==> config.mk <==
export PLATFORM = sky130hd
export DESIGN_NAME = loop_control_flat
export DESIGN_NICKNAME = d
export VERILOG_FILES = /design/src/rtl/loop_control_if.sv /design/src/rtl/loop_control.sv /design/src/flat_wrapper.sv
export SDC_FILE = /design/constraint.sdc
export NUM_CORES = 1
export LEC_CHECK = 0
export CAP_MARGIN = 20
export CORE_MARGIN = 3
export CORE_UTILIZATION = 30
export DETAILED_ROUTE_END_ITERATION = 10
export PLACE_DENSITY = 0.46
export SLEW_MARGIN = 40
export SYNTH_ARGS = -nofsm -noshare
export SYNTH_HDL_FRONTEND = slang
export SYNTH_SLANG_ARGS = --single-unit
==> constraint.sdc <==
create_clock -name clk -period 5.3 [get_ports clk]
set_input_delay 1.59 -clock clk [delete_from_list [all_inputs] [get_ports clk]]
set_output_delay 1.59 -clock clk [all_outputs]
set_load 0.02 [all_outputs]
==> src/rtl/loop_control_if.sv <==
// Handshake and bus signals between the loop controller and its environment.
interface loop_control_if;
    localparam int unsigned ADDR_W  = 10;
    localparam int unsigned INSTR_W = 8;

    logic               start;
    logic [INSTR_W-1:0] instr;
    logic               cell_zero;
    logic               exec_ready;
    logic [ADDR_W-1:0]  stack_top;
    logic [ADDR_W-1:0]  pc;
    logic               exec_valid;
    logic               push;
    logic               pop;
    logic [ADDR_W-1:0]  push_addr;
    logic               halted;
    logic               error;

    // Controller side
    modport master (
        input  start, instr, cell_zero, exec_ready, stack_top,
        output pc, exec_valid, push, pop, push_addr, halted, error
    );

    // Program memory / datapath / loop stack side
    modport slave (
        output start, instr, cell_zero, exec_ready, stack_top,
        input  pc, exec_valid, push, pop, push_addr, halted, error
    );
endinterface

==> src/rtl/loop_control.sv <==
// Bracket-loop sequencer: walks program memory, dispatches datapath opcodes,
// drives an external loop stack and skips loop bodies whose cell is zero.
module loop_control (
    input  logic           clk,
    input  logic           reset,
    loop_control_if.master bus
);
    localparam int unsigned ADDR_W    = 10;
    localparam int unsigned DEPTH_W   = 6;
    localparam int unsigned NEST_W    = 10;
    localparam int unsigned MAX_DEPTH = 32;

    localparam logic [7:0] OP_OPEN  = 8'h5B;
    localparam logic [7:0] OP_CLOSE = 8'h5D;
    localparam logic [7:0] OP_END   = 8'h00;

    typedef enum logic [2:0] {
        IDLE,
        RUN,
        SKIP,
        HALT,
        ERROR
    } state_t;

    state_t              state;
    logic [ADDR_W-1:0]   pc;
    logic [DEPTH_W-1:0]  depth;
    logic [NEST_W-1:0]   nest;

    logic is_open;
    logic is_close;
    logic is_end;
    logic is_dp;
    logic pc_last;
    logic depth_full;
    logic depth_empty;

    // Opcode classification of the byte currently at pc
    always_comb begin
        is_open     = (bus.instr == OP_OPEN);
        is_close    = (bus.instr == OP_CLOSE);
        is_end      = (bus.instr == OP_END);
        is_dp       = (bus.instr == 8'h2B) || (bus.instr == 8'h2D) ||
                      (bus.instr == 8'h3C) || (bus.instr == 8'h3E) ||
                      (bus.instr == 8'h2E) || (bus.instr == 8'h2C);
        pc_last     = (pc == {ADDR_W{1'b1}});
        depth_full  = (depth == DEPTH_W'(MAX_DEPTH));
        depth_empty = (depth == '0);
    end

    // Strobes decoded from state and current opcode; only RUN can raise them
    always_comb begin
        bus.push       = 1'b0;
        bus.pop        = 1'b0;
        bus.exec_valid = 1'b0;
        if (state == RUN) begin
            bus.push       = is_open && !bus.cell_zero && !depth_full;
            bus.pop        = is_close && bus.cell_zero && !depth_empty;
            bus.exec_valid = is_dp;
        end
    end

    assign bus.pc        = pc;
    assign bus.push_addr = pc;
    assign bus.halted    = (state == HALT);
    assign bus.error     = (state == ERROR);

    // Sequencer state, program counter, stack depth and skip nesting
    always_ff @(posedge clk) begin
        if (reset) begin
            state <= IDLE;
            pc    <= '0;
            depth <= '0;
            nest  <= '0;
        end else begin
            case (state)
                IDLE, HALT, ERROR: begin
                    if (bus.start) begin
                        state <= RUN;
                        pc    <= '0;
                        depth <= '0;
                        nest  <= '0;
                    end
                end

                RUN: begin
                    if (is_end) begin
                        state <= HALT;
                    end else if (is_open) begin
                        if (bus.cell_zero) begin
                            // An opening bracket in the last slot can never be matched
                            if (pc_last) begin
                                state <= ERROR;
                            end else begin
                                state <= SKIP;
                                nest  <= NEST_W'(1);
                                pc    <= pc + ADDR_W'(1);
                            end
                        end else if (depth_full) begin
                            state <= ERROR;
                        end else begin
                            depth <= depth + DEPTH_W'(1);
                            if (pc_last) state <= HALT;
                            else         pc    <= pc + ADDR_W'(1);
                        end
                    end else if (is_close) begin
                        if (depth_empty) begin
                            state <= ERROR;
                        end else if (!bus.cell_zero) begin
                            // Loop back to the body start, keeping the stack entry
                            pc <= bus.stack_top + ADDR_W'(1);
                        end else begin
                            depth <= depth - DEPTH_W'(1);
                            if (pc_last) state <= HALT;
                            else         pc    <= pc + ADDR_W'(1);
                        end
                    end else if (is_dp) begin
                        if (bus.exec_ready) begin
                            if (pc_last) state <= HALT;
                            else         pc    <= pc + ADDR_W'(1);
                        end
                    end else begin
                        if (pc_last) state <= HALT;
                        else         pc    <= pc + ADDR_W'(1);
                    end
                end

                SKIP: begin
                    if (is_end) begin
                        state <= ERROR;
                    end else if (is_close && nest == NEST_W'(1)) begin
                        nest <= '0;
                        if (pc_last) begin
                            state <= HALT;
                        end else begin
                            state <= RUN;
                            pc    <= pc + ADDR_W'(1);
                        end
                    end else begin
                        if (is_open)       nest <= nest + NEST_W'(1);
                        else if (is_close) nest <= nest - NEST_W'(1);
                        if (pc_last) state <= ERROR;
                        else         pc    <= pc + ADDR_W'(1);
                    end
                end

                default: state <= IDLE;
            endcase
        end
    end
endmodule

==> src/flat_wrapper.sv <==
// flat-port wrapper written by rule: the top's interface ports become plain ports
module loop_control_flat 
  (clk, reset, bus_start, bus_instr, bus_cell_zero, bus_exec_ready, bus_stack_top, bus_pc, bus_exec_valid, bus_push, bus_pop, bus_push_addr, bus_halted, bus_error);
  loop_control_if bus_i ();
  input  logic clk;
  input  logic reset;
  input wire logic [$bits(bus_i.start)-1:0] bus_start;
  input wire logic [$bits(bus_i.instr)-1:0] bus_instr;
  input wire logic [$bits(bus_i.cell_zero)-1:0] bus_cell_zero;
  input wire logic [$bits(bus_i.exec_ready)-1:0] bus_exec_ready;
  input wire logic [$bits(bus_i.stack_top)-1:0] bus_stack_top;
  output wire logic [$bits(bus_i.pc)-1:0] bus_pc;
  output wire logic [$bits(bus_i.exec_valid)-1:0] bus_exec_valid;
  output wire logic [$bits(bus_i.push)-1:0] bus_push;
  output wire logic [$bits(bus_i.pop)-1:0] bus_pop;
  output wire logic [$bits(bus_i.push_addr)-1:0] bus_push_addr;
  output wire logic [$bits(bus_i.halted)-1:0] bus_halted;
  output wire logic [$bits(bus_i.error)-1:0] bus_error;
  assign bus_i.start = bus_start;
  assign bus_i.instr = bus_instr;
  assign bus_i.cell_zero = bus_cell_zero;
  assign bus_i.exec_ready = bus_exec_ready;
  assign bus_i.stack_top = bus_stack_top;
  assign bus_pc = bus_i.pc;
  assign bus_exec_valid = bus_i.exec_valid;
  assign bus_push = bus_i.push;
  assign bus_pop = bus_i.pop;
  assign bus_push_addr = bus_i.push_addr;
  assign bus_halted = bus_i.halted;
  assign bus_error = bus_i.error;
  loop_control u_core (.clk(clk), .reset(reset), .bus(bus_i));
endmodule
==> summary.txt <==
worst vdd ir: 0.0000993 V
IO Count: 48
Mapped Avg Cell Area: 7.70 µm²
drt pass-1 iters: 4
H-Tree Level Count: 2
Reg power frac: 0.360
final hold violation count: 0
f_max: 0.196 GHz
combinational share of power: 0.264
die width: 101 µm
Post-DRT Antenna Nets: 0
Post-Syn Instances: 355
initial antenna violation count: 0
area fraction of the dominant cell type after synthesis: 0.212
Post-Route WL: 8170 µm
Starting Density: 0.310
nets: 425
Mapped Nets: 388
period utilisation layout: 0.962
initial drt markers: 138
Worst Hold Class: reg2reg
Critical Path Start Type: primary input
Synth area leaders: dfxtp_1 (21%), nor2_1 (4.5%), ha_1 (4.1%)
Pwr Total: 664 µW
relative slew slack: 0.495
top_reg_cell synth: dfxtp_1
clock skew after layout: 9.89 ps
Die ar.: 0.0103 mm²
GP Congestion: 0.837
CTS tree: built
Synth cell types: 71
vias in the first global route: 2,601
number of standard cells in the final layout excluding fillers: 501
count leader, synth: nor2_1
average wire per standard cell: 16.3 µm
setup TNS: 0 ps
Die Height: 101 µm
Cells after DPL: 493
Final min period: 5100 ps
hold buffers post-CTS: 0
RSZ-0062 raised after global routing: false
Crit Path Max Fanout: 8
Total GRT Usage: 0.161
layout cells sized above 1: 0.0967
flops & latches, synth: 29
Clock Latency Late Sink: 290 ps
clock power share: 0.376
largest net degree at the start of global routing: 21
Clock Tree Buf Depth: 2
Slew Viols, Final: 0
Root Buffer: clkbuf_8
Via-to-Cell Ratio: 5.68
Synth area leader: dfxtp_1
diode count: 0
Port Buffer Count: 47
# setup viols final: 0
Netlist Area Pre-Place: 0.00273 mm²
Max-Cap Viols: 0
internal power: 458 µW
sequential element share of the synthesized area: 0.212
first-pass GRT wire length: 13,400 µm
post-DP HPWL: 6090 µm
Worst Setup End Kind: primary output
clock sinks: 29
Post-CTS Setup Inserts: 0
outcome: complete, no violations
P_leak: 0.00119 µW
Arrival @ worst endpoint: 3510 ps
Critical Path RT: 3710 ps
vias: 2,848
DRC Markers: 0
pwr dens: 196 mW/mm²
EDFF count, synth: 0
Tightest Pin Transition: 753 ps
synth warn: 0
Psw: 206 µW
ys async rst share: 0
critical path class: in2out
commonest cells in the netlist: nor2_1 (33), dfxtp_1 (29), nand3_1 (22), a21oi_1 (21), nand2_1 (21)
post_cts resized: 0
Area Growth Syn to Fin: 23.6%
row count: 34
CTS buffer count: 5
Clock Pin Slew Worst Setup and Hold Paths: 80 ps
Switching Share: 0.311
core footprint: 0.00881 mm²
gr ovfl total: 0
-- routing by layer --
metal	GRT usage	wire [µm]	vias up
met4	0.0317	54	0
met3	0.0255	351	4
met2	0.256	3710	61
met5	0	0	-
met1	0.231	4060	1359
li1	-	-	1424
-- worst max-delay path, stage by stage --
cell             delay [ps]
clkdlybuf4s50_1         470
and4bb_2                440
nand2_1                 110
nor4_1                  240
clkdlybuf4s50_1         670
-- area by class of cell --
class	instances	area, µm²
Clock inverter	2	37.5
Inverter	11	46.3
Timing Repair Buffer	60	568
Sequential cell	29	581
Fill cell	945	5430
Clock buffer	6	82.6
Tap cell	108	135
Multi-Input combinational cell	285	1930
-- stage by stage --
stage          hold slack, ps  setup WS, ps  instance area [µm²]   util
6_report                  498           200                 3380  0.384
5_1_grt                   509          50.2                 3380  0.384
4_1_cts                   496           155                 3380  0.384
3_5_place_dp              484           153                 3260  0.370
3_3_place_gp              474           195                 3240  0.368
2_1_floorplan             457           836                 2730      -
-- sequential cells by signal (all words and copies together), names as in the netlist --
register,cells
u_core.depth,6
u_core.state,3
u_core.nest,10
u_core.bus.pc,10
-- path summary, 6_finish.rpt --
| path | from | cells past startpoint | slack, ps | to |
|---|---|---|---|---|
| max | bus_instr[7] | 5 | 200 | bus_pop |
| max reg2reg | u_core.state[0]$_SDFFE_PP0P_ | 6 | 2340 | u_core.state[1]$_SDFFE_PP0P_ |
| min | u_core.nest[1]$_SDFFE_PP0P_ | 2 | 500 | u_core.nest[1]$_SDFFE_PP0P_ |
| min reg2reg | u_core.nest[1]$_SDFFE_PP0P_ | 2 | 500 | u_core.nest[1]$_SDFFE_PP0P_ |
-- power groups by stage --
stage / combinational (µW) / clock, µW / sequential, µW
2_1_floorplan: 112 / 0 / 242
3_3_place_gp: 175 / 0 / 244
3_5_place_dp: 175 / 0 / 244
4_1_cts: 177 / 257 / 239
5_1_grt: 194 / 268 / 241
6_report: 175 / 249 / 239
-- placed cells by master, fill, tap and decap left out, drive strengths merged, types with 3 or more instances in the layout --
cell	netlist	final
a21oi	22	22
a311oi	3	3
a31oi	4	4
a32o	3	3
and3	7	7
and4	5	5
buf	19	13
clkbuf	9	6
clkdlybuf4s50	0	47
dfxtp	29	29
ha	9	9
inv	10	10
mux2i	6	6
nand2	22	22
nand2b	7	7
nand3	22	22
nand4	7	7
nand4b	6	6
nor2	34	34
nor2b	4	4
nor3	18	18
nor3b	4	4
nor4	8	8
o21ai	14	14
o22ai	5	5
o311ai	3	3
o31ai	4	4
o32a	3	3
o32ai	9	9
or3	5	5
or4	5	5
xnor2	6	6
xor2	9	9
-- cells by family after synthesis --
group,synth area share
simple gates,0.349
compound gates,0.233
fa+ha+maj,0.0485
buf+inv,0.0874
flops,0.212
mux,0.0220
xor+xnor,0.0481
(Power assumes the default switching activity.)
